[src/rtl/envio_resposta_uart_pkg.sv]
// Shared codes, default baud divisor and state encodings for the UART response path.
// Latency: none (constants and types only).
// Backpressure: none (constants and types only).
package envio_resposta_uart_pkg;

   // 50 MHz core clock / 9600 baud
   localparam int DEFAULT_CLKS_PER_BIT = 5208;

   // Request codes decoded upstream
   localparam logic [7:0] REQ_CODE_01 = 8'h01;
   localparam logic [7:0] REQ_CODE_02 = 8'h02;
   localparam logic [7:0] REQ_CODE_03 = 8'h03;
   localparam logic [7:0] REQ_CODE_04 = 8'h04;
   localparam logic [7:0] REQ_CODE_05 = 8'h05;
   localparam logic [7:0] REQ_CODE_06 = 8'h06;
   localparam logic [7:0] REQ_CODE_AC = 8'hAC;

   // Response codes produced by the sensor-connection block
   localparam logic [7:0] RESP_CODE_07    = 8'h07;
   localparam logic [7:0] RESP_HUMIDITY   = 8'h08;
   localparam logic [7:0] RESP_TEMP       = 8'h09;
   localparam logic [7:0] RESP_CODE_0A    = 8'h0A;
   localparam logic [7:0] RESP_CODE_0B    = 8'h0B;
   localparam logic [7:0] RESP_CODE_0D    = 8'h0D;
   localparam logic [7:0] RESP_CODE_0E    = 8'h0E;
   localparam logic [7:0] RESP_CODE_1F    = 8'h1F;
   localparam logic [7:0] RESP_ERROR      = 8'h45;
   localparam logic [7:0] RESP_CODE_FF    = 8'hFF;
   localparam logic [7:0] RESP_CODE_AB    = 8'hAB;

   // State encodings
   localparam logic [2:0] ST_IDLE  = 3'd0;
   localparam logic [2:0] ST_START = 3'd1;
   localparam logic [2:0] ST_DATA  = 3'd2;
   localparam logic [2:0] ST_STOP  = 3'd3;
   localparam logic [2:0] ST_DONE  = 3'd4;

   // Bit-level serialiser states
   typedef enum logic [2:0] {
      TX_IDLE  = ST_IDLE,
      TX_START = ST_START,
      TX_DATA  = ST_DATA,
      TX_STOP  = ST_STOP
   } tx_state_t;

   // Byte sequencer states: SEQ_SEND spans start/data/stop of both bytes
   typedef enum logic [2:0] {
      SEQ_IDLE = ST_IDLE,
      SEQ_SEND = ST_START,
      SEQ_DONE = ST_DONE
   } seq_state_t;

   // Baud counter width, never below one bit
   function automatic int baud_width(input int clks);
      return (clks > 1) ? $clog2(clks) : 1;
   endfunction

endpackage

[src/rtl/envio_resposta_uart_tx_byte.sv]
// Serialises one 8N1 byte (LSB first) with 1 or 2 stop bits; start may chain the next byte.
// Latency: start bit driven the cycle after start; byte_done flags the last stop-bit cycle.
// Backpressure: start is only honoured when idle or on the byte_done cycle; otherwise ignored.
module uart_tx_byte
   import envio_resposta_uart_pkg::*;
#(
   parameter int CLKS_PER_BIT = DEFAULT_CLKS_PER_BIT,
   parameter int STOP_BITS    = 1
) (
   input  logic       clock,
   input  logic       reset,
   input  logic       start,
   input  logic [7:0] data,
   output logic       tx,
   output logic       active,
   output logic       byte_done
);

   localparam int                BAUD_W    = baud_width(CLKS_PER_BIT);
   localparam logic [BAUD_W-1:0] BAUD_LAST = BAUD_W'(CLKS_PER_BIT - 1);
   localparam logic              STOP_LAST = 1'(STOP_BITS - 1);

   tx_state_t         state, state_nxt;
   logic [BAUD_W-1:0] baud, baud_nxt;
   logic [2:0]        bit_idx, bit_nxt;
   logic              stop_idx, stop_nxt;
   logic [7:0]        shreg, shreg_nxt;
   logic              tx_nxt;
   logic              bit_end;

   assign bit_end = (baud == BAUD_LAST);
   assign active  = (state != TX_IDLE);

   // State, counters and the registered line driver
   always_ff @(posedge clock) begin
      if (reset) begin
         state    <= TX_IDLE;
         baud     <= '0;
         bit_idx  <= '0;
         stop_idx <= 1'b0;
         shreg    <= '0;
         tx       <= 1'b1;
      end else begin
         state    <= state_nxt;
         baud     <= baud_nxt;
         bit_idx  <= bit_nxt;
         stop_idx <= stop_nxt;
         shreg    <= shreg_nxt;
         tx       <= tx_nxt;
      end
   end

   // Next-state: each bit lasts CLKS_PER_BIT cycles; the line value is decided one cycle ahead
   always_comb begin
      state_nxt = state;
      baud_nxt  = baud;
      bit_nxt   = bit_idx;
      stop_nxt  = stop_idx;
      shreg_nxt = shreg;
      tx_nxt    = tx;
      byte_done = 1'b0;
      case (state)
         TX_IDLE: begin
            tx_nxt = 1'b1;
            if (start) begin
               state_nxt = TX_START;
               baud_nxt  = '0;
               shreg_nxt = data;
               tx_nxt    = 1'b0;
            end
         end
         TX_START: begin
            if (bit_end) begin
               state_nxt = TX_DATA;
               baud_nxt  = '0;
               bit_nxt   = 3'd0;
               tx_nxt    = shreg[0];
            end else begin
               baud_nxt = baud + BAUD_W'(1);
            end
         end
         TX_DATA: begin
            if (bit_end) begin
               baud_nxt = '0;
               if (bit_idx == 3'd7) begin
                  state_nxt = TX_STOP;
                  stop_nxt  = 1'b0;
                  tx_nxt    = 1'b1;
               end else begin
                  bit_nxt = bit_idx + 3'd1;
                  tx_nxt  = shreg[bit_idx + 3'd1];
               end
            end else begin
               baud_nxt = baud + BAUD_W'(1);
            end
         end
         TX_STOP: begin
            if (bit_end) begin
               baud_nxt = '0;
               if (stop_idx == STOP_LAST) begin
                  byte_done = 1'b1;
                  // Chaining straight into the next start bit leaves no idle gap
                  if (start) begin
                     state_nxt = TX_START;
                     shreg_nxt = data;
                     tx_nxt    = 1'b0;
                  end else begin
                     state_nxt = TX_IDLE;
                     tx_nxt    = 1'b1;
                  end
               end else begin
                  stop_nxt = stop_idx + 1'b1;
               end
            end else begin
               baud_nxt = baud + BAUD_W'(1);
            end
         end
         default: begin
            state_nxt = TX_IDLE;
            tx_nxt    = 1'b1;
         end
      endcase
   end

endmodule

[src/rtl/envio_resposta_uart.sv]
// Sends the (command, value) response pair to the host as two back-to-back 8N1 bytes.
// Latency: first start bit one cycle after the request edge; done one cycle after the last stop bit.
// Backpressure: none; a request edge while busy is dropped and flagged in sticky overrun.
module envio_resposta_uart
   import envio_resposta_uart_pkg::*;
#(
   parameter int CLKS_PER_BIT = DEFAULT_CLKS_PER_BIT,
   parameter int STOP_BITS    = 1
) (
   input  logic       clock,
   input  logic       reset,
   input  logic       dados_prontos,
   input  logic [7:0] response_command,
   input  logic [7:0] response_value,
   output logic       tx,
   output logic       busy,
   output logic       done,
   output logic       overrun
);

   seq_state_t state, state_nxt;
   logic       byte_sel, byte_sel_nxt;
   logic       prev;
   logic       req_edge;
   logic       capture;
   logic [7:0] value_shadow;
   logic       start;
   logic [7:0] byte_data;
   logic       byte_done;
   logic       active;

   assign req_edge = dados_prontos & ~prev;
   assign busy     = (state == SEQ_SEND);
   assign done     = (state == SEQ_DONE);

   // Sequencer state, edge history, value shadow and sticky overrun
   always_ff @(posedge clock) begin
      if (reset) begin
         state        <= SEQ_IDLE;
         byte_sel     <= 1'b0;
         prev         <= 1'b0;
         value_shadow <= '0;
         overrun      <= 1'b0;
      end else begin
         state    <= state_nxt;
         byte_sel <= byte_sel_nxt;
         prev     <= dados_prontos;
         if (capture) begin
            value_shadow <= response_value;
         end
         if (req_edge && !capture) begin
            overrun <= 1'b1;
         end
      end
   end

   // Byte sequencing: command goes straight into the serialiser's own shift
   // register on capture, so only the value byte needs a shadow here
   always_comb begin
      state_nxt    = state;
      byte_sel_nxt = byte_sel;
      capture      = 1'b0;
      start        = 1'b0;
      byte_data    = value_shadow;
      case (state)
         SEQ_IDLE: begin
            if (req_edge && !active) begin
               capture      = 1'b1;
               start        = 1'b1;
               byte_data    = response_command;
               byte_sel_nxt = 1'b0;
               state_nxt    = SEQ_SEND;
            end
         end
         SEQ_SEND: begin
            if (byte_done) begin
               if (!byte_sel) begin
                  start        = 1'b1;
                  byte_sel_nxt = 1'b1;
               end else begin
                  state_nxt = SEQ_DONE;
               end
            end
         end
         SEQ_DONE: begin
            state_nxt = SEQ_IDLE;
         end
         default: begin
            state_nxt = SEQ_IDLE;
         end
      endcase
   end

   uart_tx_byte #(
      .CLKS_PER_BIT (CLKS_PER_BIT),
      .STOP_BITS    (STOP_BITS)
   ) u_tx (
      .clock     (clock),
      .reset     (reset),
      .start     (start),
      .data      (byte_data),
      .tx        (tx),
      .active    (active),
      .byte_done (byte_done)
   );

endmodule

[config.mk]
export PLATFORM = sky130hd
export DESIGN_NAME = envio_resposta_uart
export DESIGN_NICKNAME = d
export VERILOG_FILES = /design/src/rtl/envio_resposta_uart_pkg.sv /design/src/rtl/envio_resposta_uart_tx_byte.sv /design/src/rtl/envio_resposta_uart.sv
export SDC_FILE = /design/constraint.sdc
export NUM_CORES = 1
export LEC_CHECK = 0
export BUFFER_PORTS_ARGS = -buffer_cell sky130_fd_sc_hd__buf_2
export CELL_PAD_IN_SITES_DETAIL_PLACEMENT = 1
export CELL_PAD_IN_SITES_GLOBAL_PLACEMENT = 1
export CORE_MARGIN = 2
export CORE_UTILIZATION = 47
export DETAILED_ROUTE_END_ITERATION = 16
export MAX_ROUTING_LAYER = met4
export PLACE_DENSITY = 0.84
export SETUP_SLACK_MARGIN = 0.3
export SKIP_LAST_GASP = 1
export SYNTH_ARGS = -nofsm -noshare
export SYNTH_HDL_FRONTEND = slang
export SYNTH_HIERARCHICAL = 1
export SYNTH_SLANG_ARGS = --single-unit
[constraint.sdc]
create_clock -name clock -period 4.1 [get_ports clock]
set_clock_uncertainty 0.05 [all_clocks]
set_input_delay 0 -clock clock [delete_from_list [all_inputs] [get_ports clock]]
set_output_delay 0 -clock clock [all_outputs]
set_load 0.005 [all_outputs]
== Word level (Yosys, flattened, before mapping) ==
Cells that the tools add are included.
Storage, ports and cells
  register bits after elaboration: 43
  input bits: 19
  output and inout port bits: 4
Operators by class
  add/subtract/negate cells: 3
  order comparisons: 1
  equal/unequal tests: 17
  multiplexer cells: 50
  bitwise logic cells: 2
  reductions and logical operators: 21
Operators by type and width (number)
  8-bit two-way mux: 5
  3-bit two-way mux: 12
  13-bit two-way mux: 2
  13-bit one-hot mux with 2 select lines: 1
  1-bit two-way mux: 21
  8-bit one-hot mux with 2 select lines: 1
  13-bit by 1-bit adder with 13-bit output, second input constant: 1
  13-bit == test, second input constant: 1
  2-bit by 1-bit != test with 1-bit output, second input constant: 6
  3-bit one-hot mux with 2 select lines: 2
  3-bit one-hot mux with 4 select lines: 1
  4-bit AND reduction: 3
  2-bit nonzero test: 5
  3-bit AND reduction: 3
  2-bit != test, second input constant: 4
  3-bit by 1-bit == test with 1-bit output, second input constant: 2
  3-bit by 2-bit == test with 1-bit output, second input constant: 2
  3-bit == test, second input constant: 2
  3-bit zero test: 2
  1-bit one-hot mux with 2 select lines: 3
  6-bit AND reduction: 1
  3-bit by 4-bit less-than comparator with 1-bit output, second input constant: 1
  1-bit one-hot mux with 4 select lines: 1
  3-bit by 1-bit adder with 3-bit output, second input constant: 1
  other kinds (9): 11

== Depth between registers and ports, before layout ==
  depth in word-level cells: 9
  gate-level depth with buffers: 12

== Modules after synthesis ==
The synthesis kept the hierarchy.
By module, submodules not included
  uart_tx_byte: instances 1, cells each 177, area an instance 1566.5 µm², sequential area each 540.5 µm²
  envio_resposta_uart: instances 1, cells each 76, area an instance 628.1 µm², sequential area each 260.2 µm²

== Worst setup path after synthesis ==
No wires, ideal clock.
  path kind: reg2reg
  from: reg u_tx.baud[5]
  to: reg u_tx.baud[0]
  arrival: 2.602 ns
  required time: 3.912 ns
  path slack: 1.311 ns
  stages on the path, launching flop included: 10
  path buffers: 1
  path through: dfxtp_1 -> or4b_4 -> nor3_1 -> nand2_1 -> o21ai_0 -> nor2b_1 -> clkbuf_1 -> or2_2 -> o21bai_1 -> nor2_1
On the way
  longest elaborated chain between the ends: 7
  elaborated cells on any way between the ends: 9
  classes of those cells: eq/ne: 2; mux: 6; reduce/logical: 1
RTL lines
  start, declared: RTL line envio_resposta_uart_tx_byte.sv:24  | logic [BAUD_W-1:0] baud, baud_nxt;
  start signal, assigned: RTL line envio_resposta_uart_tx_byte.sv:45  | baud <= baud_nxt;
  13-bit == test: RTL line envio_resposta_uart_tx_byte.sv:31  | assign bit_end = (baud == BAUD_LAST);
  1-bit two-way mux: RTL line envio_resposta_uart_tx_byte.sv:98  | if (bit_end) begin
  1-bit two-way mux: RTL line envio_resposta_uart_tx_byte.sv:62  | case (state)
  via byte_done: RTL line envio_resposta_uart.sv:29  | logic byte_done;
  1-bit two-way mux: RTL line envio_resposta_uart.sv:76  | if (byte_done) begin
  1-bit one-hot mux with 2 select lines: RTL line envio_resposta_uart.sv:65  | case (state)
  via start: RTL line envio_resposta_uart.sv:27  | logic start;
  2-bit != test (no line)
  2-bit AND reduction (no line)
The timed path passes the listed nets, and every way through them passes these cells.
A chain may end at the register's enable or synchronous reset.

== Worst setup path after layout ==
  from: reg u_tx.baud[12]
  to: reg u_tx.baud[12]
Same word-level chain as after synthesis.

==> load_flow_metrics.sql <==
INSERT INTO impl_metrics (metric_group, metric, value, unit) VALUES
('clock_tree', 'postcts_setup_bufs', '0', ''),
('global_routing', 'via_count_of_the_first_global_routing_pass', '2003', ''),
('setup_path', 'worst_r2r_path_depth', '9', ''),
('placement', 'post-dp-hpwl', '4036', 'um'),
('setup_path', 'critical_path.top_delay_family', 'simple AND/OR/NAND/NOR gates', ''),
('timing', 'fmaxAchievable', '312.2', 'MHz'),
('drt', 'first_iter_violations', '104', ''),
('logic_synthesis', 'synth_edf_count', '0', ''),
('die', 'initial_utilization', '49.72', '%'),
('setup_path', 'worstPathCellList', 'or4bb_1, nor3_1, nand2_1, o21ai_0, buf_4, nor2b_1, or3_1, or4_1, a21oi_1', ''),
('placement', 'gp_routability_congestion', '0.9203', ''),
('global_routing', 'largest_net_degree_at_the_start_of_global_routing', '34', ''),
('drt', 'antenna_left', '0', ''),
('setup_path', 'cp-end-kind', 'flip-flop', ''),
('clock_tree', 'tritoncts', 'done', ''),
('setup_path', 'crit_path_start_kind', 'flip-flop', ''),
('drt', 'dr_total_vias', '1988', ''),
('die', 'num_io_pins', '23', ''),
('setup_path', 'cp_slowest_cell', 'or4bb_1', ''),
('final_layout', 'syn_to_final_growth', '12.14', '%'),
('die', 'design.die.area', '5232', 'um^2'),
('global_routing', 'grt_antenna_before_repair', '0', ''),
('logic_synthesis', 'synth.net_count', '280', ''),
('logic_synthesis', 'synthCells', '253', ''),
('global_routing', 'globalRouteMet2Util', '40.88', '%'),
('global_routing', 'grt_usage', '23.99', '%'),
('timing', 'fin_worst_hold_slack', '0.05475', 'ns'),
('timing', 'max_slew_margin', '19.79', '%'),
('power', 'post-layout-total-power', '1195', 'uW'),
('clock_tree', 'tritoncts.num_buffers', '5', ''),
('clock_tree', 'cts_num_sinks', '40', ''),
('timing', 'setup_repair_after_global_routing_missed_its_margin', 'false', ''),
('drt', 'wl_per_cell', '17.03', 'um'),
('run_status', 'outcome', 'completed', ''),
('clock_tree', 'clkTransAtPathRegs', '0.08', 'ns'),
('timing', 'slew_viol_final', '0', ''),
('clock_tree', 'clk_latency', '0.30', 'ns'),
('setup_path', 'timing_worst_setup_path_type', 'reg -> reg', ''),
('power', 'pwr_density_cell', '485.7', 'nW/um^2'),
('flow_run', 'cap_viol_max_count', '0', ''),
('setup_path', 'critical_path_depth', '9', ''),
('placement', 'port-buffer-count', '22', ''),
('final_layout', 'n_fill_cell', '541', ''),
('timing', 'report.final.hold_viol_count', '0', ''),
('logic_synthesis', 'synth.avg_cell_area', '8.674', 'um^2'),
('setup_path', 'crit_buf_inv', '1', ''),
('logic_synthesis', 'netlist-cell-type-count', '55', ''),
('clock_tree', 'cts_root_buf', 'clkbuf_8', ''),
('global_routing', 'met1_usage', '28.17', '%'),
('drt', 'drc_violations', '0', ''),
('timing', 'crit_path_time_final', '3.203', 'ns'),
('logic_synthesis', 'synth_seq_cells', '40', ''),
('clock_tree', 'ctsHoldBuffers', '9', ''),
('logic_synthesis', 'yosysWarningCount', '6', ''),
('logic_synthesis', 'asyncSetResetFlopFracSynth', '0', '%'),
('drt', 'postRouteWirelength', '5620', 'um'),
('global_routing', 'grt_pass1_wl', '9453', 'um'),
('global_routing', 'global_route.peak_usage_layer', 'met2', ''),
('final_layout', 'final_layout_size_suffix_gt1_share', '19.06', '%'),
('timing', 'actual_transition_at_the_worst_max_transition_pin', '1.192', 'ns'),
('logic_synthesis', 'yosysSeqAreaShare', '36.49', '%'),
('die', 'die_height', '72.33', 'um'),
('power', 'power_leakage', '0.0008765', 'uW'),
('die', 'die_x', '72.33', 'um'),
('timing', 'layout_worst_path_cycle_share', '78.11', '%'),
('timing', 'total_setup_violations_reported_at_the_end_of_the_flow', '0', ''),
('timing', 'tns', '0', 'ns'),
('setup_path', 'worst-endpoint-required', '4.27', 'ns'),
('logic_synthesis', 'mapped_area', '2195', 'um^2'),
('logic_synthesis', 'synth_flop_cell', 'dfxtp_1', ''),
('final_layout', 'num_antenna_cells', '0', '');
-- metal layers --
layer  share of wire, %  wire length [um]  vias to the layer above
li1                   -                 -                      978
met1                 44              2492                      975
met2                 51              2888                       23
met3                2.3               130                       12
met4                1.9               108                        0
met5                  0                 0                        -
-- power by group --
group	internal [uW]	switching, uW	total [uW]
Sequential	429	27.6	457
Clock	115	137	252
Combinational	169	318	486
Total	713	482	1200
-- cells in the final DEF (no fill, tap or decap), types with 2 or more instances in the layout --
| cell | instances |
|---|---|
| nand2_1 | 19 |
| o211ai_1 | 9 |
| o21ai_2 | 8 |
| nand4b_1 | 2 |
| nand3_1 | 28 |
| o21ai_0 | 7 |
| a31oi_1 | 2 |
| nand2b_1 | 3 |
| buf_4 | 3 |
| buf_2 | 22 |
| inv_1 | 8 |
| nor4b_1 | 2 |
| dfxtp_1 | 40 |
| xnor2_1 | 7 |
| mux2i_1 | 2 |
| nand4_1 | 7 |
| a21oi_1 | 25 |
| a211oi_1 | 2 |
| mux4_2 | 2 |
| clkbuf_8 | 5 |
| nor2_1 | 10 |
| or4bb_1 | 2 |
| or4_1 | 2 |
| nor4_1 | 2 |
| or3_1 | 4 |
| dlygate4sd3_1 | 9 |
| or2_2 | 2 |
| ha_1 | 8 |
| nor3b_1 | 2 |
| nor2b_1 | 6 |
| nor3_1 | 4 |
-- cell type report --
cell class                      instances  area [um^2]  area share, %
Multi-Input combinational cell        189         1261          51.25
Sequential cell                        40        800.8          32.54
Timing Repair Buffer                   34        222.7          9.049
Clock buffer                            5        68.82          2.796
Tap cell                               52        65.06          2.644
Inverter                                8        30.03          1.220
Clock inverter                          2        12.51         0.5084
-- worst min-delay path, cell delays in order --
cell and delay (ns):
buf_2 0.10, nand3_1 0.06, nand2_1 0.05, o211ai_1 0.09, a21oi_1 0.06
-- stage by stage --
| stage | setup slack (ns) | instances | area (um^2) | util, % |
|---|---|---|---|---|
| 5_1_grt | 0.6254 | 330 | 2461 | 55.75 |
| 3_5_place_dp | 0.9209 | 314 | 2290 | 51.87 |
| 6_report | 0.8974 | 330 | 2461 | 55.75 |
| 4_1_cts | 0.9095 | 330 | 2461 | 55.75 |
| 2_1_floorplan | 1.311 | 253 | 2195 | - |
| 3_3_place_gp | 1.015 | 314 | 2290 | 51.87 |
-- path summary, 6_finish.rpt --
path	from	endpoint	slack [ns]
min reg2reg	value_shadow[6]	value_shadow[6]	0.42
max reg2reg	u_tx/baud[12]	u_tx/baud[12]	0.90
min	response_command[6]	u_tx/shreg[6]	0.05
max	u_tx/baud[12]	u_tx/baud[12]	0.90
-- cell usage after synthesis (2+ instances only) --
| cell type | count | area [um^2] |
|---|---|---|
| nand3_1 | 28 | 140.1 |
| or2_2 | 2 | 12.51 |
| nand2b_1 | 3 | 18.77 |
| clkbuf_1 | 6 | 22.52 |
| o21ai_0 | 7 | 35.03 |
| inv_1 | 8 | 30.03 |
| o21ai_2 | 8 | 70.07 |
| nand4b_1 | 2 | 17.52 |
| buf_2 | 3 | 15.01 |
| nor3_1 | 4 | 20.02 |
| a211oi_1 | 2 | 15.01 |
| nor4b_1 | 2 | 17.52 |
| mux2i_1 | 2 | 20.02 |
| or4_1 | 2 | 15.01 |
| a21oi_1 | 25 | 125.1 |
| nor2b_1 | 6 | 37.54 |
| o211ai_1 | 9 | 67.56 |
| a31oi_1 | 2 | 12.51 |
| nor2_1 | 10 | 37.54 |
| or3_1 | 4 | 25.02 |
| or4bb_1 | 2 | 22.52 |
| nand4_1 | 7 | 43.79 |
| mux4_2 | 2 | 45.04 |
| nor4_1 | 2 | 12.51 |
| nand2_1 | 19 | 71.32 |
| clkdlybuf4s15_1 | 2 | 20.02 |
| ha_1 | 8 | 100.1 |
| buf_6 | 2 | 22.52 |
| dfxtp_1 | 40 | 800.8 |
| dlygate4sd1_1 | 2 | 17.52 |
| xnor2_1 | 7 | 61.31 |
| nor3b_1 | 2 | 15.01 |
-- sequential cells by signal, summed over array words and instances, names as in the netlist --
register,flops
prev,1
u_tx/state,2
value_shadow,8
u_tx/tx,1
u_tx/baud,13
byte_sel,1
u_tx/bit_idx,3
overrun,1
u_tx/shreg,8
state,2
-- logic make-up (layout without fill, tap and decap cells) --
group                    after synthesis  count (layout)  synth area share, %
adder cells (fa/ha/maj)                8               8                4.561
AO/OA/AOI/OAI                         65              65                19.78
AND/OR/NAND/NOR                      104             104                26.97
multiplexers                           4               4                2.965
XOR/XNOR                               8               8                3.193
buffers and inverters                 24              49                6.043
flip-flops                            40              40                36.49
No activity file was read; power rests on OpenSTA's default activity.
